==> src/rtl/adder_result_collector.sv <==
// adder_result_collector
//   Captures the results of a pipelined adder for the cycles that carried real
//   operands and queues them in a small first-word-fall-through FIFO behind a
//   valid/ready port. A credit counter covering in-flight plus stored results
//   throttles operand issue, so a captured result always finds a free slot.
// Ports
//   clk, rst_n           clock, asynchronous active-low reset
//   in_valid / in_ready  operand issue handshake (adder a/b driven on in_fire)
//   sum_in, cout_in      adder s / cout outputs
//   out_valid/out_ready  result handshake; out_sum/out_cout are 0 while idle
//   level                number of results stored in the FIFO
module adder_result_collector #(
    parameter int unsigned WIDTH   = 128,
    parameter int unsigned LATENCY = 4,
    parameter int unsigned DEPTH   = 8
) (
    input  logic                       clk,
    input  logic                       rst_n,
    input  logic                       in_valid,
    output logic                       in_ready,
    input  logic [WIDTH-1:0]           sum_in,
    input  logic                       cout_in,
    output logic                       out_valid,
    input  logic                       out_ready,
    output logic [WIDTH-1:0]           out_sum,
    output logic                       out_cout,
    output logic [$clog2(DEPTH):0]     level
);

    localparam int unsigned PW = $clog2(DEPTH);
    localparam int unsigned LW = PW + 1;
    localparam int unsigned EW = WIDTH + 1;

    logic [LATENCY-1:0] vpipe;
    logic [EW-1:0]      mem [DEPTH];
    logic [PW-1:0]      wr_ptr;
    logic [PW-1:0]      rd_ptr;
    logic [PW-1:0]      wr_ptr_nxt;
    logic [PW-1:0]      rd_ptr_nxt;
    logic [LW-1:0]      used;
    logic [LW-1:0]      used_nxt;
    logic [LW-1:0]      level_nxt;
    logic [EW-1:0]      head_nxt;
    logic               in_fire_c;
    logic               out_fire_c;
    logic               push_c;

    assign in_fire_c  = in_valid & in_ready;
    assign out_fire_c = out_valid & out_ready;
    // Tail of the valid delay line marks the cycle whose adder output is ours.
    assign push_c     = vpipe[LATENCY-1];

    // Next-state for pointers, counters and the registered FIFO head.
    always_comb begin
        wr_ptr_nxt = wr_ptr;
        rd_ptr_nxt = rd_ptr;
        used_nxt   = used;
        level_nxt  = level;
        head_nxt   = '0;

        if (push_c) begin
            wr_ptr_nxt = wr_ptr + PW'(1);
        end
        if (out_fire_c) begin
            rd_ptr_nxt = rd_ptr + PW'(1);
        end
        used_nxt  = used + LW'(in_fire_c) - LW'(out_fire_c);
        level_nxt = level + LW'(push_c) - LW'(out_fire_c);

        // Credits guarantee a push never lands on a live entry, so a push at the
        // next read slot means the FIFO drains to just that entry: bypass it.
        if (level_nxt != '0) begin
            if (push_c && (wr_ptr == rd_ptr_nxt)) begin
                head_nxt = {cout_in, sum_in};
            end else begin
                head_nxt = mem[rd_ptr_nxt];
            end
        end
    end

    // Control state and registered outputs.
    always_ff @(posedge clk or negedge rst_n) begin
        if (!rst_n) begin
            vpipe     <= '0;
            wr_ptr    <= '0;
            rd_ptr    <= '0;
            used      <= '0;
            level     <= '0;
            in_ready  <= 1'b1;
            out_valid <= 1'b0;
            out_sum   <= '0;
            out_cout  <= 1'b0;
        end else begin
            vpipe[0] <= in_fire_c;
            for (int unsigned i = 1; i < LATENCY; i++) begin
                vpipe[i] <= vpipe[i-1];
            end
            wr_ptr              <= wr_ptr_nxt;
            rd_ptr              <= rd_ptr_nxt;
            used                <= used_nxt;
            level               <= level_nxt;
            in_ready            <= (used_nxt < LW'(DEPTH));
            out_valid           <= (level_nxt != '0);
            {out_cout, out_sum} <= head_nxt;
        end
    end

    // Result storage; contents are only observed through the occupancy-gated head.
    always_ff @(posedge clk) begin
        if (push_c) begin
            mem[wr_ptr] <= {cout_in, sum_in};
        end
    end

endmodule

==> config.mk <==
export PLATFORM = sky130hd
export DESIGN_NAME = adder_result_collector
export DESIGN_NICKNAME = d
export VERILOG_FILES = /design/src/rtl/adder_result_collector.sv
export SDC_FILE = /design/constraint.sdc
export NUM_CORES = 1
export LEC_CHECK = 0
export BUFFER_PORTS_ARGS = -buffer_cell sky130_fd_sc_hd__buf_2
export CORE_ASPECT_RATIO = 0.6
export CORE_MARGIN = 2
export CORE_UTILIZATION = 63
export CTS_BUF_LIST = sky130_fd_sc_hd__clkbuf_8
export DETAILED_ROUTE_END_ITERATION = 16
export GPL_TIMING_DRIVEN = 1
export PLACE_DENSITY = 0.79
export SKIP_CTS_REPAIR_TIMING = 1
export SLEW_MARGIN = 25
export SYNTH_ARGS = -nofsm -noshare
export SYNTH_HDL_FRONTEND = slang
export SYNTH_SLANG_ARGS = --single-unit
==> constraint.sdc <==
create_clock -name clk -period 13.6 [get_ports clk]
set_input_delay 0 -clock clk [delete_from_list [all_inputs] [get_ports clk]]
set_output_delay 0 -clock clk [all_outputs]
set_load 0.005 [all_outputs]
# ---- After elaboration in Yosys (flattened, before gate mapping)
# Memory sizes are Yosys's and may differ from the RTL's.
# Cells that the tools add are included.
dict set report totals {
  register_bits 149
  mem_bits_rw 1032
  out_inout_bits 135
  wordCells 27
  mem_count 1
  in_bits 133
}
# memory depth word_bits rd rd_clocked_by_memory_dff write_ports line
set memory_table {}
lappend memory_table {mem 8 129 1 0 1 35} ;# logic [EW-1:0] mem [DEPTH];
dict set report classes {
  reduce_logical 2
  magnitude_cmp 1
  n_eq_ne 1
  bitwise_logic 2
  mux 5
  n_addsub 6
}
# cell count
set op_table {}
lappend op_table {{129-bit 2-to-1 mux} 2}
lappend op_table {{4-bit by 1-bit adder with 4-bit output} 2}
lappend op_table {{4-bit by 1-bit subtractor with 4-bit output} 2}
lappend op_table {{3-bit by 1-bit adder with 3-bit output (second input constant)} 2}
lappend op_table {{4-bit less-than comparator (second input constant)} 1}
lappend op_table {{4-bit nonzero test} 1}
lappend op_table {{3-bit equality test} 1}
lappend op_table {{3-bit 2-to-1 mux} 1}
lappend op_table {{1-bit bitwise AND} 2}
lappend op_table {{1-bit 2-to-1 mux} 2}
lappend op_table {{1-bit logical AND} 1}

# ---- Logic depth before layout (Yosys ltp)
dict set report depth {
  word_depth 6
  mapped_depth 13
  mapped_depth_nobuf 10
}

# ---- Least setup slack after synthesis
# OpenSTA, ideal clock, no wires.
dict set report synth_path {
  path_kind {register to register}
  startpoint {register vpipe[3]}
  endpoint {memory mem[4][0] (netlist name), enable pin}
  setup_time_ns 0.775
  arrival_time_ns 9.434
  period_less_slack_ns 10.209
  path_stages_with_launch 4
  n_path_buf 1
  required_time_ns 12.825
  slack_ns 3.391
  path_cell_list {dfrtp_1 > clkbuf_1 > nand2_1 > nor3_1}
}
dict set report synth_between {
  elab_chain_len 2
}
# item line
set synth_lines {}
lappend synth_lines {{start: declaration} 34} ;# logic [LATENCY-1:0] vpipe;
lappend synth_lines {{start signal: indexed assignment} 96} ;# vpipe[i] <= vpipe[i-1];
lappend synth_lines {{1-bit 2-to-1 mux} 110} ;# if (push_c) begin
lappend synth_lines {{1-bit 2-to-1 mux (implied by the code)} 111} ;# mem[wr_ptr] <= {cout_in, sum_in};
lappend synth_lines {{end: declaration} 35}
# Every way passes these cells.

# ---- Final worst setup path
dict set report layout_path {
  startpoint {register out_valid}
  endpoint {register out_sum[22]}
}
dict set report layout_between {
  word_cells_on_any_way 9
  classes_between {add/sub: 1; eq/ne: 1; mux: 3; bitwise: 1; reduce/logical: 2; memory: 1}
}
# item line
set layout_lines {}
lappend layout_lines {{start: declaration} 23} ;# output logic out_valid,
lappend layout_lines {{start signal: assignment} 103} ;# out_valid <= (level_nxt != '0);
lappend layout_lines {{1-bit bitwise AND} 49} ;# assign out_fire_c = out_valid & out_ready;
lappend layout_lines {{4-bit by 1-bit subtractor with 4-bit output} 68} ;# level_nxt = level + LW'(push_c) - LW'(out_fire_c);
lappend layout_lines {{via level_nxt[1]} 42} ;# logic [LW-1:0] level_nxt;
lappend layout_lines {{4-bit nonzero test} 72} ;# if (level_nxt != '0) begin
lappend layout_lines {{129-bit 2-to-1 mux} 72}
lappend layout_lines {{via head_nxt[22]} 43} ;# logic [EW-1:0] head_nxt;
lappend layout_lines {{end signal: assignment} 104} ;# {out_cout, out_sum} <= head_nxt;
lappend layout_lines {{end: declaration} 25} ;# output logic [WIDTH-1:0] out_sum,
# The timed path passes the listed nets, and every way through them passes these cells.
# A chain may end at the register's enable or synchronous reset.

==> flow_summary.json <==
{
  "status": "complete, no violations",
  "relSlewSlack_pct": 26.8,
  "ys_warn_count": 0,
  "worstPathRequired_ns": 14.25,
  "crit_fanout": 42,
  "final_common_cell": "edfxtp_1",
  "grt_pass1_vias": 26313,
  "nets": 3312,
  "dp_slack_ns": 8.66,
  "gp_congestion": 0.757,
  "drtIter0Drc": 3051,
  "fin_ws_ns": 8.53,
  "reg2reg_from": "out_valid$_DFF_PN0_",
  "numClockSinks": 1181,
  "end_kind": "register",
  "netlist_area_sq_mm": 0.0462,
  "min_from": "sum_in[15]",
  "place_area_sq_mm": 0.0481,
  "core_sq_mm": 0.0722,
  "synth_cell_types": 46,
  "hold_path.class": "in2reg",
  "place_inst": 3840,
  "skew_ns": 0.0321,
  "hold_ws_ns": 0.0126,
  "clk_latency_ns": 0.82,
  "finalMaxSlewViolations": 0,
  "grt_pass1_wl_um": 158000,
  "antenna_found_initial": 9,
  "start_util_pct": 64.1,
  "vias": 26387,
  "drv_cap": 0,
  "synth_nets": 2872,
  "grt_max_degree": 272,
  "fin_setup_tns_ns": 0,
  "final_cell_mix": "edfxtp_1 (1032), nand2_1 (526), buf_2 (266)",
  "die_w_um": 354,
  "yosysSeqAreaShare_pct": 75.1,
  "p_per_area_mw_per_mm2": 224,
  "clockRootBuffer": "clkbuf_8",
  "cts_tree": "done",
  "postLayoutCoreUtil_pct": 73.0,
  "htree_levels": 4,
  "min_period_ns": 5.07,
  "cts_made_buffers": 161,
  "fin_cells": 4285,
  "finalPower_mw": 11.8,
  "clk_pin_slew_worst_paths_ns": 0.07,
  "area_growth_pct": 13.9,
  "cp.arrival_ns": 5.72,
  "clock_path_buffers": 3,
  "track_usage_pct": 28.0,
  "rsz0062_at_grt": "false",
  "critPathLaunchType": "register",
  "syn_area_per_cell_sq_um": 16.9,
  "place_hpwl_um": 53900,
  "ir_drop_v": 0.000337,
  "stdcell_area_sq_mm": 0.0527,
  "grt-ovfl-total": 0,
  "die_y_um": 214,
  "drive_above_1_share_pct": 20.4,
  "p_leak_nw": 19.1,
  "critPathKind": "reg2reg",
  "drc": 0,
  "ys_seq_elements": 1181,
  "fill_cells": 4231,
  "first_pass_iters": 5,
  "fmax_mhz": 197,
  "io_buffer_count": 267,
  "row_count": 76,
  "wl_per_cell_um": 25.0,
  "ios": 268,
  "dieArea_sq_mm": 0.0757,
  "cp-startpoint": "out_valid$_DFF_PN0_",
  "via_per_inst": 6.16,
  "period_share_pct": 37.3,
  "setup_violations": 0,
  "netlist_instances": 2729,
  "tightest_slew_ns": 1.10,
  "antenna_left": 0,
  "final-hold-violation-count": 0,
  "routed_wl_um": 107000
}
==> layout make-up <==
| class | count | area, sq um | share of cell area, % |
|---|---|---|---|
| Clock inverter | 116 | 563 | 1.07 |
| Timing Repair Buffer | 450 | 3170 | 6.01 |
| Antenna cell | 4 | 10.0 | 0.0190 |
| Tap cell | 975 | 1220 | 2.32 |
| Multi-Input combinational cell | 1235 | 9920 | 18.8 |
| Clock buffer | 184 | 2530 | 4.81 |
| Sequential cell | 1181 | 34700 | 65.9 |
| Inverter | 140 | 552 | 1.05 |
==> final timing paths <==
check / cells past startpoint / end / slack, ns
min in group asynchronous: 4 / out_sum[38]$_DFF_PN0_ / 0.32
setup / recovery: 13 / out_sum[22]$_DFF_PN0_ / 8.53
max in group asynchronous: 5 / out_sum[16]$_DFF_PN0_ / 11.80
hold / removal: 2 / mem[5][15]$_DFFE_PP_ / 0.01
setup reg to reg: 13 / out_sum[22]$_DFF_PN0_ / 8.53
hold reg to reg: 0 / vpipe[1]$_DFF_PN0_ / 0.35
==> per-layer routing <==
metal  routed length [um]  global-route usage [%]
met1                42800                    38.0
met2                52600                    45.9
met3                 9640                    6.52
met4                 2020                    8.97
met5                   81                       0
==> worst max-delay path, stage by stage (launching register included) <==
cell and delay (ns):
dfrtp_1 0.48, and2_1 0.36, nand2b_1 0.15, nand2_1 0.11, ha_1 0.19, inv_1 0.08
fa_1 0.51, inv_1 0.06, or3_1 0.48, o21bai_4 0.55, buf_16 0.25, buf_4 0.58
buf_4 0.80, o32ai_2 0.22
==> state kept, by name, summed over array words and instances (netlist names) <==
| register | cells |
|---|---|
| in_ready | 1 |
| level | 4 |
| rd_ptr | 3 |
| used | 4 |
| out_valid | 1 |
| wr_ptr | 3 |
| out_sum | 128 |
| mem | 1032 |
| vpipe | 4 |
| out_cout | 1 |
==> cells by family after synthesis <==
family	Yosys count	synth area share (%)
AOI/OAI and AO/OA	401	10.3
xor gates and xnor gates	14	0.327
adders and majority gates	10	0.303
buffers and inverters	313	3.73
DFF	1181	75.1
muxes	261	5.68
and+or+nand+nor	549	4.57
==> cell usage after synthesis, drive strengths merged <==
| cell type | instances | area (sq um) |
|---|---|---|
| a21bo | 1 | 10.0 |
| a21oi | 4 | 20.0 |
| xnor3 | 1 | 22.5 |
| nor2 | 7 | 42.5 |
| nand3 | 4 | 20.0 |
| a21o | 2 | 15.0 |
| and3 | 1 | 11.3 |
| and2 | 1 | 6.26 |
| nor3 | 3 | 15.0 |
| xor2 | 3 | 33.8 |
| a21boi | 1 | 11.3 |
| o31ai | 2 | 15.0 |
| o21bai | 1 | 7.51 |
| o21ai | 4 | 23.8 |
| buf | 103 | 930 |
| fa | 2 | 40.0 |
| or2 | 1 | 6.26 |
| o22ai | 1 | 6.26 |
| a32o | 256 | 2560 |
| xnor2 | 10 | 95.1 |
| mux4 | 1 | 22.5 |
| o32ai | 128 | 2080 |
| dfstp | 1 | 26.3 |
| inv | 140 | 531 |
| o2111ai | 1 | 15.0 |
| mux2i | 260 | 2600 |
| edfxtp | 1032 | 31000 |
| or3 | 1 | 6.26 |
| nand2 | 526 | 1970 |
| clkbuf | 70 | 267 |
| nand3b | 2 | 15.0 |
| nand2b | 3 | 18.8 |
| dfrtp | 148 | 3700 |
| ha | 8 | 100 |
==> power by group <==
| group | internal (mW) | switching (mW) |
|---|---|---|
| Combinational | 1.86 | 2.60 |
| Clock | 1.28 | 1.31 |
| Sequential | 4.56 | 0.209 |
Note: power is estimated with default switching activity, not from simulation.
